**config.mk**
```make
export PLATFORM = sky130hd
export DESIGN_NAME = atm_session_ctrl
export DESIGN_NICKNAME = d
export VERILOG_FILES = /design/src/rtl/atm_session_ctrl.sv
export SDC_FILE = /design/constraint.sdc
export NUM_CORES = 1
export LEC_CHECK = 0
export ABC_AREA = 1
export BUFFER_PORTS_ARGS = -buffer_cell sky130_fd_sc_hd__buf_2
export CAP_MARGIN = 40
export CORE_MARGIN = 3
export CORE_UTILIZATION = 50
export DETAILED_ROUTE_END_ITERATION = 8
export GPL_TIMING_DRIVEN = 0
export PLACE_DENSITY = 0.73
export SLEW_MARGIN = 40
export SYNTH_ARGS = -nofsm -noshare
export SYNTH_HDL_FRONTEND = slang
export SYNTH_SLANG_ARGS = --single-unit
```
**constraint.sdc**
```tcl
create_clock -name clk -period 4.17 [get_ports clk]
set_input_delay 0.2085 -clock clk [delete_from_list [all_inputs] [get_ports clk]]
set_output_delay 0.2085 -clock clk [all_outputs]
set_load 0.02 [all_outputs]
```
**src/rtl/atm_session_ctrl.sv**
```systemverilog
// ATM card-session controller: account/PIN/menu/amount FSM, BCD keypad entry buffer, inactivity abort.
// Define ATM_PIN_LOCKOUT_EN to enter a sticky LOCKED state after MAX_PIN_FAILS wrong PINs.
module atm_session_ctrl #(
  parameter logic [31:0] TIMEOUT_CYCLES = 32'd500_000_000,
  parameter logic [1:0]  MAX_PIN_FAILS  = 2'd3
) (
  input  logic        clk,
  input  logic        rst_n,
  input  logic        start,
  input  logic        digit_valid,
  input  logic [3:0]  digit,
  input  logic        enter,
  input  logic        cancel,
  input  logic        sel_withdraw,
  input  logic        sel_transfer,
  input  logic [15:0] pin_ref,
  output logic [3:0]  state,
  output logic [15:0] entry_buf,
  output logic [2:0]  digit_cnt,
  output logic [15:0] acc_num,
  output logic [15:0] dest_acc,
  output logic [15:0] amount,
  output logic        is_transfer,
  output logic        txn_valid,
  output logic [1:0]  pin_fail_cnt
);

  typedef enum logic [3:0] {
    S_IDLE   = 4'b0000,
    S_ACC    = 4'b0001,
    S_PIN    = 4'b0010,
    S_MENU   = 4'b0100,
    S_AMOUNT = 4'b1000,
    S_XFER   = 4'b1010,
    S_DONE   = 4'b1111,
    S_LOCKED = 4'b1110
  } state_e;

`ifdef ATM_PIN_LOCKOUT_EN
  localparam bit LOCK_EN = 1'b1;
`else
  localparam bit LOCK_EN = 1'b0;
`endif

  state_e      state_q, state_d;
  logic [15:0] entry_buf_q, entry_buf_d;
  logic [2:0]  digit_cnt_q, digit_cnt_d;
  logic [15:0] acc_num_q, acc_num_d;
  logic [15:0] dest_acc_q, dest_acc_d;
  logic [15:0] amount_q, amount_d;
  logic        is_transfer_q, is_transfer_d;
  logic        txn_valid_q, txn_valid_d;
  logic [1:0]  pin_fail_cnt_q, pin_fail_cnt_d;
  logic [31:0] tmr_q, tmr_d;

  logic       any_pulse, abort, clr_buf, take_digit, buf_full;
  logic [2:0] fails_nx;

  always_comb begin
    state_d        = state_q;
    entry_buf_d    = entry_buf_q;
    digit_cnt_d    = digit_cnt_q;
    acc_num_d      = acc_num_q;
    dest_acc_d     = dest_acc_q;
    amount_d       = amount_q;
    is_transfer_d  = is_transfer_q;
    txn_valid_d    = 1'b0;
    pin_fail_cnt_d = pin_fail_cnt_q;
    tmr_d          = tmr_q;
    abort          = 1'b0;
    clr_buf        = 1'b0;
    take_digit     = 1'b0;
    any_pulse      = start | digit_valid | enter | cancel | sel_withdraw | sel_transfer;
    buf_full       = (digit_cnt_q == 3'd4);
    fails_nx       = {1'b0, pin_fail_cnt_q} + 3'd1;

    // cancel > enter > digit_valid: a lower-priority pulse is dropped, not deferred
    case (state_q)
      S_IDLE: if (start) state_d = S_ACC;
      S_ACC, S_XFER: begin
        if (cancel) abort = 1'b1;
        else if (enter) begin
          if (buf_full) begin
            if (state_q == S_ACC) begin
              acc_num_d = entry_buf_q;
              state_d   = S_PIN;
            end else begin
              dest_acc_d = entry_buf_q;
              state_d    = S_AMOUNT;
            end
          end
        end else if (digit_valid) take_digit = 1'b1;
      end
      S_PIN: begin
        if (cancel) abort = 1'b1;
        else if (enter) begin
          if (buf_full) begin
            if (entry_buf_q == pin_ref) begin
              state_d        = S_MENU;
              pin_fail_cnt_d = 2'd0;
            end else begin
              clr_buf        = 1'b1;
              pin_fail_cnt_d = fails_nx[2] ? 2'd3 : fails_nx[1:0];
              if (LOCK_EN && (fails_nx >= {1'b0, MAX_PIN_FAILS})) state_d = S_LOCKED;
            end
          end
        end else if (digit_valid) take_digit = 1'b1;
      end
      S_MENU: begin
        if (cancel) abort = 1'b1;
        else if (sel_withdraw) begin
          state_d       = S_AMOUNT;
          is_transfer_d = 1'b0;
        end else if (sel_transfer) begin
          state_d       = S_XFER;
          is_transfer_d = 1'b1;
        end
      end
      S_AMOUNT: begin
        if (cancel) abort = 1'b1;
        else if (enter) begin
          if (digit_cnt_q != 3'd0) begin
            amount_d    = entry_buf_q;
            txn_valid_d = 1'b1;
            state_d     = S_DONE;
          end
        end else if (digit_valid) take_digit = 1'b1;
      end
      S_DONE:   if (enter || cancel) state_d = S_IDLE;
      S_LOCKED: state_d = S_LOCKED;
      default:  state_d = S_IDLE;
    endcase

    // Timer only runs when no pulse arrived, so a timeout never collides with a latch.
    if (state_q != S_IDLE && state_q != S_LOCKED && !any_pulse &&
        tmr_q >= TIMEOUT_CYCLES - 32'd1)
      abort = 1'b1;

    if (abort) begin
      state_d        = S_IDLE;
      acc_num_d      = 16'h0;
      dest_acc_d     = 16'h0;
      amount_d       = 16'h0;
      is_transfer_d  = 1'b0;
      pin_fail_cnt_d = 2'd0;
      txn_valid_d    = 1'b0;
    end

    if (take_digit && !buf_full) begin
      entry_buf_d = {entry_buf_q[11:0], digit};
      digit_cnt_d = digit_cnt_q + 3'd1;
    end
    if (clr_buf || state_d != state_q) begin
      entry_buf_d = 16'h0;
      digit_cnt_d = 3'd0;
    end

    if (any_pulse || state_d != state_q || state_q == S_IDLE || state_q == S_LOCKED)
      tmr_d = 32'd0;
    else
      tmr_d = tmr_q + 32'd1;
  end

  always_ff @(posedge clk or negedge rst_n) begin
    if (!rst_n) begin
      state_q        <= S_IDLE;
      entry_buf_q    <= 16'h0;
      digit_cnt_q    <= 3'd0;
      acc_num_q      <= 16'h0;
      dest_acc_q     <= 16'h0;
      amount_q       <= 16'h0;
      is_transfer_q  <= 1'b0;
      txn_valid_q    <= 1'b0;
      pin_fail_cnt_q <= 2'd0;
      tmr_q          <= 32'd0;
    end else begin
      state_q        <= state_d;
      entry_buf_q    <= entry_buf_d;
      digit_cnt_q    <= digit_cnt_d;
      acc_num_q      <= acc_num_d;
      dest_acc_q     <= dest_acc_d;
      amount_q       <= amount_d;
      is_transfer_q  <= is_transfer_d;
      txn_valid_q    <= txn_valid_d;
      pin_fail_cnt_q <= pin_fail_cnt_d;
      tmr_q          <= tmr_d;
    end
  end

  assign state        = state_q;
  assign entry_buf    = entry_buf_q;
  assign digit_cnt    = digit_cnt_q;
  assign acc_num      = acc_num_q;
  assign dest_acc     = dest_acc_q;
  assign amount       = amount_q;
  assign is_transfer  = is_transfer_q;
  assign txn_valid    = txn_valid_q;
  assign pin_fail_cnt = pin_fail_cnt_q;

endmodule

```
==> flow_summary.toml, run 1 <==
[run_status]
status = "complete, no violations"

[cts]
insertion_delay_ns = 0.38
ctsRootBufferMaster = "clkbuf_8"
clkTransAtPathRegs_ns = 0.11
ctsHoldBuffers = 1
cts_buffer_depth = 2
ctsResizeCount = 0
cts_buffers = 9
clock-sinks = 107
cts_tree = "done"
post_cts_buffers = 0
htreeDepth = 3

[synthesis]
ys_seq_elements = 107
syn_area_um2 = 5360
yosysSeqAreaShare = 0.500
yosysUniqueCellTypes = 39
synth_warnings = 0
syn_inst = 647
avgSynthCellArea_um2 = 8.28

[critical_path]
cp_max_fo = 10
startpoint_type = "register"
cp.required_ns = 4.45
worstSetupEndpointType = "register"
path_class = "reg -> reg"
crit_arrival_ns = 2.87

[die]
dieArea_um2 = 12000
die_w_um = 110
ios = 103
row_count = 37
initial_utilization = 0.517
die_y_um = 110
coreArea_um2 = 10400

[drt]
final_antenna_net_count = 0
drc = 0
drt_wl_total_um = 12900
wl_per_cell_um = 14.3
viasPerCell = 5.04
dr.first_iter.drc_count = 228
dr.pass1.iters = 5
vias = 4558

[sta]
tightest_slew_ns = 0.567
holdWs_ns = 0.152
period_share = 0.623
max_freq_mhz = 385
setup_ws_ns = 1.57
min_period_ns = 2.60
finalHoldViolCount = 0
slew_headroom = 0.618
fin_worst_skew_ns = 0.0154
setup_viol = 0
tns_ns = 0
rsz0062_at_grt = "no"
finalMaxSlewViolations = 0

[min_path]
worstHoldPathType = "in -> reg"

[cells_and_area]
design_area_um2 = 6340
post-route-util = 0.611
areaGrowthSynthToFinish_pct = 18.3
final_nets = 795
diodes = 0
drive_above_1_share = 0.216
layout_commonest_cell = "nand2_1"
stdcell_count = 905
layout_common_cells = "109 x nand2_1, 107 x buf_2, 107 x dfrtp_1"

[power]
max-vdd-ir-drop_mv = 0.281
power_density_nw_per_um2 = 364
p_leak_nw = 3.19
finalPower_mw = 2.31

[global_routing]
grt_pass1_vias = 4401
grt_pass1_wl_um = 21100
grt_max_degree = 76
antenna_found_initial = 0
groute.usage.overall = 0.226
grt.overflow.total = 0

[placement]
place.gp.congestion = 0.947
port_buffers = 102
dp.cells = 888
pre_cts_ws_ns = 1.56
dpl-instance-area_um2 = 6080
place_hpwl_um = 9940

[job]
cap_violations = 0
==> cells by family (layout without fill, tap and decap cells) <==
family                     count (synthesis)  in the layout  share of synthesized area
other                                      1              3                   0.000700
xor gates and xnor gates                  34             34                     0.0556
and+or+nand+nor                          292            292                      0.239
buffers and inverters                    120            240                     0.0890
AOI/OAI and AO/OA                         74             74                     0.0752
DFF                                      107            107                      0.500
muxes                                     16             16                     0.0336
adders and majority gates                  3              3                    0.00701
==> state kept, by name (all words and copies together) (netlist names) <==
register / count
pin_fail_cnt: 2
acc_num: 16
entry_buf: 16
digit_cnt: 3
tmr_q: 32
state: 4
is_transfer: 1
amount: 16
txn_valid: 1
dest_acc: 16
==> power breakdown <==
| group | total, mW | leakage (nW) | internal, mW | switching, mW |
|---|---|---|---|---|
| combinational | 0.464 | 1.59 | 0.141 | 0.323 |
| sequential | 1.10 | 1.48 | 1.07 | 0.0318 |
| clock | 0.741 | 0.122 | 0.354 | 0.387 |
==> cell type report <==
cell class              count  area, um2
plain buffers              19       97.6
clock buffers               9        124
fillers                   943       4030
flip-flops and latches    107       2680
inverters                 101        379
well taps                 136        170
repair buffers            104        558
multi-input cells         422       2210
clock inverters             7        123
==> metal layers <==
| layer | vias to the layer above | part of all wire | track usage |
|---|---|---|---|
| met1 | 2140 | 0.43 | 0.289 |
| met5 | - | 0 | 0 |
| met2 | 128 | 0.50 | 0.384 |
| li1 | 2269 | - | - |
| met3 | 21 | 0.056 | 0.0546 |
| met4 | 0 | 0.018 | 0.0614 |
==> worst max-delay path: stages, from the launching register on <==
cell and delay, ns:
dfrtp_1 0.39, ha_1 0.21, nand3_1 0.22, nor2_4 0.21, nand2_1 0.07, nand3_1 0.08
nand2_1 0.06, nand2_1 0.13, a21oi_4 0.09, inv_2 0.14, clkbuf_1 0.41, nor2_1 0.16
mux2_1 0.32
==> final timing paths <==
path,start,end,slack (ns),cells past startpoint
setup reg to reg,tmr_q[0]$_DFF_PN0_,dest_acc[4]$_DFFE_PN0P_,1.57,12
min in group asynchronous,rst_n,entry_buf[0]$_DFFE_PN0P_,0.27,2
setup / recovery,tmr_q[0]$_DFF_PN0_,dest_acc[4]$_DFFE_PN0P_,1.57,12
max in group asynchronous,rst_n,entry_buf[9]$_DFFE_PN0P_,3.26,3
hold / removal,digit[0],entry_buf[0]$_DFFE_PN0P_,0.15,5
hold reg to reg,tmr_q[0]$_DFF_PN0_,tmr_q[0]$_DFF_PN0_,0.48,1
==> synthesized netlist by cell type (all sizes together) <==
library cell	count	area share
nor2	113	0.087
nand2	111	0.079
dfrtp	107	0.50
inv	101	0.071
o21ai	60	0.057
nand3	40	0.040
xor2	29	0.047
mux2	16	0.034
nand4	13	0.015
buf	10	0.012
clkbuf	9	0.0063
a21oi	7	0.0086
nor3	6	0.0065
xnor2	5	0.0082
nor4	4	0.0047
ha	3	0.0070
nand3b	2	0.0028
o211ai	2	0.0028
o21bai	2	0.0028
and3	1	0.0012
conb	1	0.00070
o21a	1	0.0014
o22ai	1	0.0012
o41ai	1	0.0016
or2	1	0.0012
or4	1	0.0014
Note: power is estimated with default switching activity, not from simulation.
==> run 2: changes to the inputs <==
Clock period 4.17 ns to 2.4 ns, I/O delays scaled along.
==> run 2 against run 1 <==
Net effect: critical path depth is 4 higher; critical path type unchanged; largest power group unchanged; fmax increased by 13%; largest cell class unchanged; sequential cell count did not move; power rose by 77%; clock skew hardly changed; first-iteration DRC count is 11% lower.
==> flow_summary.toml, run 2 (same netlist as run 1, synthesis figures left out) <==
[run_status]
status = "complete, no violations"

[drt]
wl_met2_um = 6780
viasPerCell = 5.06
top_layer = "met4"
drc = 0
final_antenna_net_count = 0
dr.pass1.iters = 5
wl_per_cell_um = 14.5
vias = 4652
wl_met3_um = 630
dr.first_iter.drc_count = 202
wl_met1_um = 5650
drt_wl_total_um = 13300

[sta]
tightest_slew_ns = 0.576
max_freq_mhz = 435
fin_worst_skew_ns = 0.0157
min_period_ns = 2.30
setup_viol = 0
period_share = 0.957
slew_headroom = 0.613
rsz0062_at_grt = "yes"
finalHoldViolCount = 0
finalMaxSlewViolations = 0
holdWs_ns = 0.0619

[cts]
cts_buffer_depth = 2
htreeDepth = 3
clkTransAtPathRegs_ns = 0.11
clock-sinks = 107
cts_buffers = 9
ctsRootBufferMaster = "clkbuf_8"
cts_tree = "done"
insertion_delay_ns = 0.38

[cells_and_area]
final_nets = 810
multiInputGateArea_um2 = 2340
areaGrowthSynthToFinish_pct = 23.2
layout_common_cells = "106 x buf_2, 105 x nand2_1, 103 x dfrtp_1"
fillers = 915
design_area_um2 = 6600
regMostFlops = "tmr_q"
register_area_um2 = 2680
drive_above_1_share = 0.263
diodes = 0
layout_commonest_cell = "buf_2"
largest_register_ffs = 32

[critical_path]
cp_max_fo = 6
crit_arrival_ns = 2.61
worstSetupEndpointType = "register"
startpoint_type = "register"
crit_family = "simple AND/OR/NAND/NOR gates"
crit_path_frequent_cell = "nand2_1"
critPathMaxStageDelay_ns = 0.45
cp.required_ns = 2.71
crit_chain = "ha_4 > nand3_4 > nor2_4 > nand2_1 > nand3_1 > nand2_1 > nand2_2 > a21oi_4 > buf_4 > nand3_1 > nand2_1 > nor2_4 > nand3_2 > buf_6 > buf_4 > nor2_1"
path_class = "reg -> reg"
slowest_stage = "dfrtp_1"
crit_buf_inv = 3

[power]
clockPowerShare = 0.316
p_leak_nw = 3.30
power_frac_comb = 0.215
p_int_mw = 2.77
power_density_nw_per_um2 = 619
p_seq_frac = 0.469
max-vdd-ir-drop_mv = 0.479
switchingPower_mw = 1.31
netSwitchingFraction = 0.322

[die]
ios = 103
die_w_um = 110
coreArea_um2 = 10400
die_y_um = 110
row_count = 37
initial_utilization = 0.517
dieArea_um2 = 12000

[global_routing]
antenna_found_initial = 0
grt.overflow.total = 0
grt_max_degree = 76
groute.usage.overall = 0.227
grt_pass1_wl_um = 21200
grt_pass1_vias = 4447

[placement]
port_buffers = 102
dpl-instance-area_um2 = 6080
place.gp.congestion = 0.947
place_hpwl_um = 9940

[job]
cap_violations = 0

[min_path]
worstHoldPathType = "in -> reg"
[run 2: cell count changes in the layout (fill, tap and decap cells not counted), sizes merged]
cell / previous run / this run
clkbuf: 18 / 17
buf: 113 / 129
[run 2: path summary, 6_finish.rpt]
check	depth (start not counted)	to	start	slack, ns
worst max-delay path	16	tmr_q[4]$_DFF_PN0_	tmr_q[0]$_DFF_PN0_	0.10
worst min-delay path	4	is_transfer$_DFFE_PN0P_	sel_withdraw	0.06
worst max register to register	16	tmr_q[4]$_DFF_PN0_	tmr_q[0]$_DFF_PN0_	0.10
worst min register to register	1	dest_acc[7]$_DFFE_PN0P_	dest_acc[7]$_DFFE_PN0P_	0.50
max in group asynchronous	3	state[1]$_DFF_PN0_	rst_n	1.58
min in group asynchronous	2	entry_buf[0]$_DFFE_PN0P_	rst_n	0.19
[run 2: final cells by class]
type | instances | share of cell area
flip-flops and latches | 107 | 0.407
repair buffers | 120 | 0.103
plain buffers | 18 | 0.0159
clock inverters | 7 | 0.0186
multi-input cells | 422 | 0.354
inverters | 101 | 0.0575
well taps | 136 | 0.0258
clock buffers | 9 | 0.0188
[run 2: power by group through the flow]
| stage | combinational [mW] | sequential [mW] | clock, mW |
|---|---|---|---|
| floorplan | 0.460 | 2.01 | 0 |
| global placement | 0.786 | 1.95 | 0 |
| detailed placement | 0.810 | 1.95 | 0 |
| CTS | 0.845 | 1.91 | 1.32 |
| global route | 0.971 | 1.92 | 1.39 |
| finish | 0.878 | 1.91 | 1.29 |
[run 2: repair_timing]
action	4_1_cts	5_1_grt
hold buffers	1	0
pin swaps	2	6
gates resized for setup	12	28
setup buffers	4	12
endpoints found under the setup margin	46	63
hold endpoints to repair	107	0
[run 2: routing by layer]
metal	GRT usage	vias to the layer above
met5	0	-
met4	0.0632	0
met3	0.0552	21
met2	0.388	114
met1	0.287	2217
li1	-	2300
[run 2: worst register-to-register path, stage by stage (launching register included)]
cell and delay, ns:
dfrtp_1 0.45, ha_4 0.19, nand3_4 0.11, nor2_4 0.12
nand2_1 0.06, nand3_1 0.08, nand2_1 0.07, nand2_2 0.11
a21oi_4 0.09, buf_4 0.16, nand3_1 0.05, nand2_1 0.09
nor2_4 0.16, nand3_2 0.10, buf_6 0.16, buf_4 0.14
nor2_1 0.10
[run 2: per-stage QoR]
step | worst slack [ns] | instances | util | total power [mW] | setup TNS, ns
after CTS | 0.0159 | 909 | 0.618 | 4.07 | 0
after global placement | -0.132 | 887 | 0.583 | 2.73 | -3.24
after floorplan | 0.209 | 649 | - | 2.47 | 0
after detailed placement | -0.206 | 888 | 0.587 | 2.76 | -5.27
final | 0.103 | 920 | 0.636 | 4.08 | 0
after global routing | -0.0574 | 920 | 0.636 | 4.28 | -0.574
